--- config.mk ---
export PLATFORM = sky130hd
export DESIGN_NAME = brc_seq_ctrl
export DESIGN_NICKNAME = d
export VERILOG_FILES = /design/src/rtl/brc_seq_ctrl.sv
export SDC_FILE = /design/constraint.sdc
export NUM_CORES = 1
export LEC_CHECK = 0
export BUFFER_PORTS_ARGS = -buffer_cell sky130_fd_sc_hd__buf_2
export CAP_MARGIN = 20
export CORE_ASPECT_RATIO = 2
export CORE_MARGIN = 2
export CORE_UTILIZATION = 55
export CTS_CLUSTER_DIAMETER = 150
export DETAILED_ROUTE_END_ITERATION = 6
export PLACE_DENSITY = 0.84
export SLEW_MARGIN = 20
export SYNTH_ARGS = -nofsm -noshare
export SYNTH_HDL_FRONTEND = slang
export SYNTH_SLANG_ARGS = --single-unit
--- constraint.sdc ---
create_clock -name i_clk -period 4.1 [get_ports i_clk]
set_input_delay 0.82 -clock i_clk [delete_from_list [all_inputs] [get_ports i_clk]]
set_output_delay 0.82 -clock i_clk [all_outputs]
set_load 0.005 [all_outputs]
--- src/rtl/brc_seq_ctrl.sv ---
// rtl/brc_seq_ctrl.sv - multi-cycle chunked branch comparator with valid/ready request and response
// Optional early exit on first differing chunk: define BRC_EARLY_EXIT_EN.
module brc_seq_ctrl #(
    parameter int DATA_W  = 32,
    parameter int CHUNK_W = 8
) (
    input  logic              i_clk,
    input  logic              i_reset,
    input  logic              i_req_valid,
    output logic              o_req_ready,
    input  logic [DATA_W-1:0] i_rs1_data,
    input  logic [DATA_W-1:0] i_rs2_data,
    input  logic [2:0]        i_funct3,
    output logic              o_rsp_valid,
    input  logic              i_rsp_ready,
    output logic              o_br_taken,
    output logic              o_br_less,
    output logic              o_br_equal,
    output logic              o_illegal,
    output logic              o_busy
);

    localparam int N     = DATA_W / CHUNK_W;
    localparam int IDX_W = (N > 1) ? $clog2(N) : 1;

    typedef enum logic [1:0] {
        S_IDLE,
        S_CMP,
        S_DONE
    } state_t;

    state_t             state_q, state_d;
    logic [DATA_W-1:0]  rs1_q, rs1_d;
    logic [DATA_W-1:0]  rs2_q, rs2_d;
    logic [2:0]         funct3_q, funct3_d;
    logic [IDX_W-1:0]   idx_q, idx_d;
    logic               eq_q, eq_d;
    logic               lt_q, lt_d;
    logic               rsp_valid_q, rsp_valid_d;
    logic               taken_q, taken_d;
    logic               less_q, less_d;
    logic               equal_q, equal_d;
    logic               illegal_q, illegal_d;

    logic [CHUNK_W-1:0] a_chunk;
    logic [CHUNK_W-1:0] b_chunk;
    logic               chunk_diff;
    logic               chunk_lt;
    logic               signed_sel;
    logic               cmp_exit;
    int                 base;

    function automatic logic taken_f(input logic [2:0] f3, input logic eq, input logic lt);
        case (f3)
            3'b000:         taken_f = eq;
            3'b001:         taken_f = ~eq;
            3'b100, 3'b110: taken_f = lt;
            3'b101, 3'b111: taken_f = ~lt;
            default:        taken_f = 1'b0;
        endcase
    endfunction

    always_comb begin
        base       = int'(idx_q) * CHUNK_W;
        a_chunk    = rs1_q[base +: CHUNK_W];
        b_chunk    = rs2_q[base +: CHUNK_W];
        chunk_diff = (a_chunk != b_chunk);
        // Only the most significant chunk carries the sign for BLT/BGE.
        signed_sel = (idx_q == IDX_W'(N - 1)) && !funct3_q[1];
        chunk_lt   = signed_sel ? ($signed(a_chunk) < $signed(b_chunk)) : (a_chunk < b_chunk);
`ifdef BRC_EARLY_EXIT_EN
        cmp_exit   = (idx_q == '0) || (eq_q && chunk_diff);
`else
        cmp_exit   = (idx_q == '0);
`endif

        state_d     = state_q;
        rs1_d       = rs1_q;
        rs2_d       = rs2_q;
        funct3_d    = funct3_q;
        idx_d       = idx_q;
        eq_d        = eq_q;
        lt_d        = lt_q;
        rsp_valid_d = rsp_valid_q;
        taken_d     = taken_q;
        less_d      = less_q;
        equal_d     = equal_q;
        illegal_d   = illegal_q;

        case (state_q)
            S_IDLE: begin
                if (i_req_valid) begin
                    rs1_d    = i_rs1_data;
                    rs2_d    = i_rs2_data;
                    funct3_d = i_funct3;
                    idx_d    = IDX_W'(N - 1);
                    eq_d     = 1'b1;
                    lt_d     = 1'b0;
                    state_d  = S_CMP;
                end
            end
            S_CMP: begin
                // After the first differing chunk the verdict is frozen.
                if (eq_q) begin
                    lt_d = chunk_lt;
                    if (chunk_diff) eq_d = 1'b0;
                end
                if (cmp_exit) begin
                    state_d     = S_DONE;
                    rsp_valid_d = 1'b1;
                    equal_d     = eq_d;
                    less_d      = lt_d;
                    illegal_d   = (funct3_q[2:1] == 2'b01);
                    taken_d     = (funct3_q[2:1] == 2'b01) ? 1'b0 : taken_f(funct3_q, eq_d, lt_d);
                end else begin
                    idx_d = idx_q - IDX_W'(1);
                end
            end
            S_DONE: begin
                if (i_rsp_ready) begin
                    state_d     = S_IDLE;
                    rsp_valid_d = 1'b0;
                    taken_d     = 1'b0;
                    less_d      = 1'b0;
                    equal_d     = 1'b0;
                    illegal_d   = 1'b0;
                end
            end
            default: state_d = S_IDLE;
        endcase
    end

    always_ff @(posedge i_clk or posedge i_reset) begin
        if (i_reset) begin
            state_q     <= S_IDLE;
            rs1_q       <= '0;
            rs2_q       <= '0;
            funct3_q    <= '0;
            idx_q       <= '0;
            eq_q        <= 1'b0;
            lt_q        <= 1'b0;
            rsp_valid_q <= 1'b0;
            taken_q     <= 1'b0;
            less_q      <= 1'b0;
            equal_q     <= 1'b0;
            illegal_q   <= 1'b0;
        end else begin
            state_q     <= state_d;
            rs1_q       <= rs1_d;
            rs2_q       <= rs2_d;
            funct3_q    <= funct3_d;
            idx_q       <= idx_d;
            eq_q        <= eq_d;
            lt_q        <= lt_d;
            rsp_valid_q <= rsp_valid_d;
            taken_q     <= taken_d;
            less_q      <= less_d;
            equal_q     <= equal_d;
            illegal_q   <= illegal_d;
        end
    end

    assign o_req_ready = (state_q == S_IDLE) && !i_reset;
    assign o_busy      = (state_q != S_IDLE);
    assign o_rsp_valid = rsp_valid_q;
    assign o_br_taken  = taken_q;
    assign o_br_less   = less_q;
    assign o_br_equal  = equal_q;
    assign o_illegal   = illegal_q;

endmodule

# ---- Yosys cells after proc, flatten, opt, wreduce, memory -nomap -nowiden
# Index checks and enable logic that the tools add are counted.
dict set report totals {
  memories 0
  latch_bits 0
  input_bits 71
  reg_bits 78
  rom_bits 0
  word_cells 80
  ram_bits 0
}
dict set report classes {
  div 0
  bitwise_logic 2
  muxes 30
  shifts 2
  reduce_logical 17
  eq_ne 14
  multipliers 0
  order_cmp 2
  addsub 1
}
# op n
set op_table {}
lappend op_table {{indexed part select 32 x 6 -> 8 bit} 2}
lappend op_table {{< comparator 8 bit} 2}
lappend op_table {{2-to-1 mux 1 bit} 15}
lappend op_table {{case mux 1 bit (2 select lines)} 7}
lappend op_table {{== test 3 bit (second input constant)} 4}
lappend op_table {{2-to-1 mux 2 bit} 5}
lappend op_table {{AND reduction 3 bit} 3}
lappend op_table {{!= test 2 bit (second input constant)} 4}
lappend op_table {{!= test 8 bit} 1}
lappend op_table {{case mux 2 bit (3 select lines)} 1}
lappend op_table {{nonzero test 2 bit} 3}
lappend op_table {{== test 2 x 1 -> 1 bit (second input constant)} 2}
lappend op_table {{== test 2 bit (second input constant)} 2}
lappend op_table {{logical NOT 2 bit} 2}
lappend op_table {{case mux 1 bit (4 select lines)} 1}
lappend op_table {{case mux 2 bit (2 select lines)} 1}
lappend op_table {{AND reduction 2 bit} 2}
lappend op_table {{OR reduction 2 bit} 2}
lappend op_table {{== test 3 x 1 -> 1 bit (second input constant)} 1}
lappend op_table {{logical NOT 3 bit} 1}
lappend op_table {{logical AND 1 bit} 2}
lappend op_table {{logical NOT 1 bit} 2}
lappend op_table {{NOT 1 bit} 2}
lappend op_table {{subtractor 2 x 1 -> 2 bit (second input constant)} 1}

# ---- Depth between registers and ports, before layout
dict set report depth {
  ltp_word 10
  mapped_depth 9
  depth_no_buf 8
}

# ---- Least setup slack after synthesis
# Ideal clock, no wire load.
dict set report synth_timing {
  path_kind {register to register}
  from {register idx_q[0]}
  to {register taken_q (netlist: o_br_taken)}
  period_less_slack_ps 2651
  setup_time_ps 87
  t_required_ps 4013
  slack_ps 1449
  arrival_time_ps 2564
  n_path_buf 2
  path_stages_with_launch 10
  path_cell_list {dfrtp_1 -> buf_2 -> buf_4 -> mux4_2 -> ha_1 -> nand4_2 -> or3_4 -> o21bai_1 -> o2111ai_1 -> o211ai_1}
}
dict set report synth_between {
  elab_chain_len 10
  elab_cells_between_ends 22
  cone_classes {order compare (2); eq/ne (3); shift (2); mux (10); bitwise (2); reduce/logical (3)}
}
# element line_no
set synth_lines {}
lappend synth_lines {{start: declaration} 36} ;# logic [IDX_W-1:0] idx_q, idx_d;
lappend synth_lines {{start signal: assignment} 152} ;# idx_q <= idx_d;
lappend synth_lines {{indexed part select 32 x 6 -> 8 bit (tied with other cells)} 65} ;# a_chunk = rs1_q[base +: CHUNK_W];
lappend synth_lines {{< comparator 8 bit (tied with other cells)} 70} ;# chunk_lt = signed_sel ? ($signed(a_chunk) < $signed(b_chunk)) : (a_chunk < b_chunk);
lappend synth_lines {{2-to-1 mux 1 bit (on tied branches)} {70, 106}}
lappend synth_lines {{2-to-1 mux 1 bit} 104} ;# if (eq_q) begin
lappend synth_lines {{2-to-1 mux 1 bit} 90} ;# case (state_q)
lappend synth_lines {{NOT 1 bit (on tied branches)} {58, 56}}
lappend synth_lines {{case mux 1 bit (4 select lines)} 54} ;# case (f3)
lappend synth_lines {{2-to-1 mux 1 bit} 114} ;# taken_d = (funct3_q[2:1] == 2'b01) ? 1'b0 : taken_f(funct3_q, eq_d, lt_d);
lappend synth_lines {{2-to-1 mux 1 bit} 108} ;# if (cmp_exit) begin
lappend synth_lines {{case mux 1 bit (2 select lines)} 90}
lappend synth_lines {{end signal: assignment} 156} ;# taken_q <= taken_d;
lappend synth_lines {{end: declaration} 40} ;# logic taken_q, taken_d;
# Several ways; a longest one is shown, not always the timed one. The select of a mux whose other input is x is not followed.
# A chain may end at the register's enable or synchronous reset.

# ---- Worst setup path after layout
# Ends and elaborated chain as after synthesis.

==> flow_summary.yaml <==
drt:
  firstDrtPassIters: 4
  drt-vias-per-instance: 5.55
  wl_mm: 7.59
  ant_nets: 0
  avgRoutedWirePerCell_um: 17.4
  route.detailed.drc: 0
  vias: 2413
  drtIter0Drc: 155
hold_path:
  hp-class: "reg2reg"
sta:
  skew_ns: 0.00431
  max_freq_mhz: 339
  final_hold_viol_count: 0
  rsz0062_at_grt: "no"
  slew_violations: 0
  period_share: 0.719
  layout_setup_ws_ns: 1.15
  worst_pin_slew_ns: 0.949
  relSlewSlack: 0.367
  fin_crit_ns: 2.95
  setup_viol: 0
  hold_ws_ns: 0.469
  tns_ns: 0
pwr:
  switching_share: 0.326
  power.internal_uw: 2600
  finalPower_uw: 3860
  p_comb_frac: 0.418
  power.share.clock: 0.196
  vdd_drop_max_v: 0.000486
  p_leak_uw: 0.00213
  switching_power_uw: 1260
  seqPwrFrac: 0.385
  power_density_nw_per_um2: 847
floorplan:
  num_rows: 43
  die_height_um: 122
  initial_core_util: 0.559
  die_area_sq_um: 7730
  die_x_um: 63.2
  core_sq_um: 6890
  ios: 78
worst_setup_path:
  reg2reg_depth: 7
  cp_max_fo: 17
  endpoint: "o_br_taken"
  critPathRequiredTime_ns: 4.35
  worstPathArrival_ns: 3.20
  start_kind: "flip-flop"
  crit_path_start: "idx_q[0]"
  r2r_setup_slack_ns: 1.15
  timing.rr.start: "idx_q[0]"
  r2r-end: "o_br_taken"
  worstSetupEndpointType: "flip-flop"
  worstSetupPathType: "reg2reg"
placement:
  place_hpwl_mm: 5.59
  port_buffers: 77
  routabilityCongestion: 0.903
  pre_cts_slack_ns: 1.15
outcome:
  status: "finished clean"
clock_network:
  cts-root-buf: "clkbuf_16"
  path_clk_slew_ns: 0.06
  tritoncts: "yes"
  htree_levels: 3
  clock_latency_ns: 0.33
  cts_buffer_depth: 2
  cts_resized: 0
  cts_setup_buffers: 0
  clock_sinks: 78
  numCtsBuffers: 9
  cts_hold_buf: 0
global_routing:
  grt_max_degree: 79
  grt.total_usage: 0.217
  grt_pass1_vias: 2538
  grt_pass1_wl_mm: 12.5
  antenna_found_initial: 0
  grt-ovfl-total: 0
logic_synthesis:
  yosysTopAreaCellShare: 0.507
  yosys.area.top_type: "dfrtp_1"
  synthCells: 263
  synthTopCellsByCount: "78 x dfrtp_1, 48 x mux2_2, 19 x mux2_4"
  syn_nets: 344
  synthArstFlopShare: 1.00
  synthDistinctLibCells: 45
  synth.most_common_cell: "dfrtp_1"
  netlist_area_sq_um: 3850
  ys_seq_elements: 78
  synthFlopType: "dfrtp_1"
  synth_edf_count: 0
  yosys_warnings: 0
  synth_area_per_cell_sq_um: 14.6
  yosys-top-cells-area: "dfrtp_1 51%, mux2_2 14%, mux4_2 9.4%"
  ys_seq_area_frac: 0.507
cells_and_area:
  layout.nets: 422
  antenna_cells: 0
  synthToLayoutAreaGrowth_pct: 18.4
  drive_gt1_frac: 0.536
run:
  max-cap-violations: 0
[metrics by stage]
step | std cells | util | area, sq um
final | 435 | 0.662 | 4560
after detailed placement | 420 | 0.620 | 4270
after CTS | 435 | 0.662 | 4560
after global routing | 435 | 0.662 | 4560
after global placement | 419 | 0.616 | 4250
after floorplan | 263 | - | 3850
[kinds of logic after synthesis]
| kind of cell | share of synthesized area |
|---|---|
| fa+ha+maj | 0.0325 |
| simple gates | 0.0513 |
| xor+xnor | 0.00227 |
| mux | 0.313 |
| flops | 0.507 |
| buf+inv | 0.0477 |
| compound gates | 0.0464 |
[metal layers]
layer  global-route usage  part of all wire  up-vias
met1                0.235              0.36     1202
li1                     -                 -     1122
met3               0.0477             0.039       17
met4                0.111             0.037        0
met2                0.394              0.56       72
met5                    0                 0        -
[placed cells by master, fill, tap and decap left out, types with 2 or more instances in the layout]
cell       instances
a21oi_1            6
buf_2             77
buf_4              3
clkbuf_1           2
clkbuf_16          9
clkbuf_8           4
dfrtp_1           78
ha_1              10
inv_1             14
mux2_2            48
mux2_4            19
mux2i_1            2
mux4_2            16
nand2_1            8
nand3b_1           2
nor2_1             7
nor3_1             2
o211ai_1           2
o21ai_0            8
o21bai_1           2
[how the worst min path moves through the flow]
stage                           from    endpoint  slack [ns]  cells past startpoint
after global routing       rs1_q[25]   rs1_q[25]        0.52                      1
after CTS                  o_br_less   o_br_less        0.48                      2
final                      o_br_less   o_br_less        0.47                      2
after floorplan           o_br_equal  o_br_equal        0.47                      2
after global placement     o_br_less   o_br_less        0.46                      2
after detailed placement   o_br_less   o_br_less        0.47                      2
[power by group through the flow]
stage	Sequential (uW)	Clock (uW)	Combinational, uW
after detailed placement	1500	0	1600
after global placement	1480	0	1520
after CTS	1490	769	1630
final	1490	758	1620
after floorplan	1300	0	1450
after global routing	1540	804	1770
[flip-flops by register name, indices dropped and copies added (netlist names)]
| register | cells |
|---|---|
| o_br_equal | 1 |
| eq_q | 1 |
| o_illegal | 1 |
| funct3_q | 3 |
| idx_q | 2 |
| o_br_taken | 1 |
| rs2_q | 32 |
| state_q | 2 |
| o_rsp_valid | 1 |
| rs1_q | 32 |
| lt_q | 1 |
| o_br_less | 1 |
[worst max-delay path, stage by stage, from the launching register on]
cell and delay (ns):
dfrtp_1 0.91, mux4_2 0.60, ha_1 0.37, nand4_2 0.12, or3_4 0.42, o21bai_1 0.19, o2111ai_1 0.14, o211ai_1 0.11
[final cells by class]
class,count,area [sq um]
Clock buffer,15,288
Fill cell,547,2330
Inverter,15,56.3
Multi-Input combinational cell,156,1720
Sequential cell,78,1950
Tap cell,90,113
Timing Repair Buffer,81,435
No activity file was read; power rests on OpenSTA's default activity.
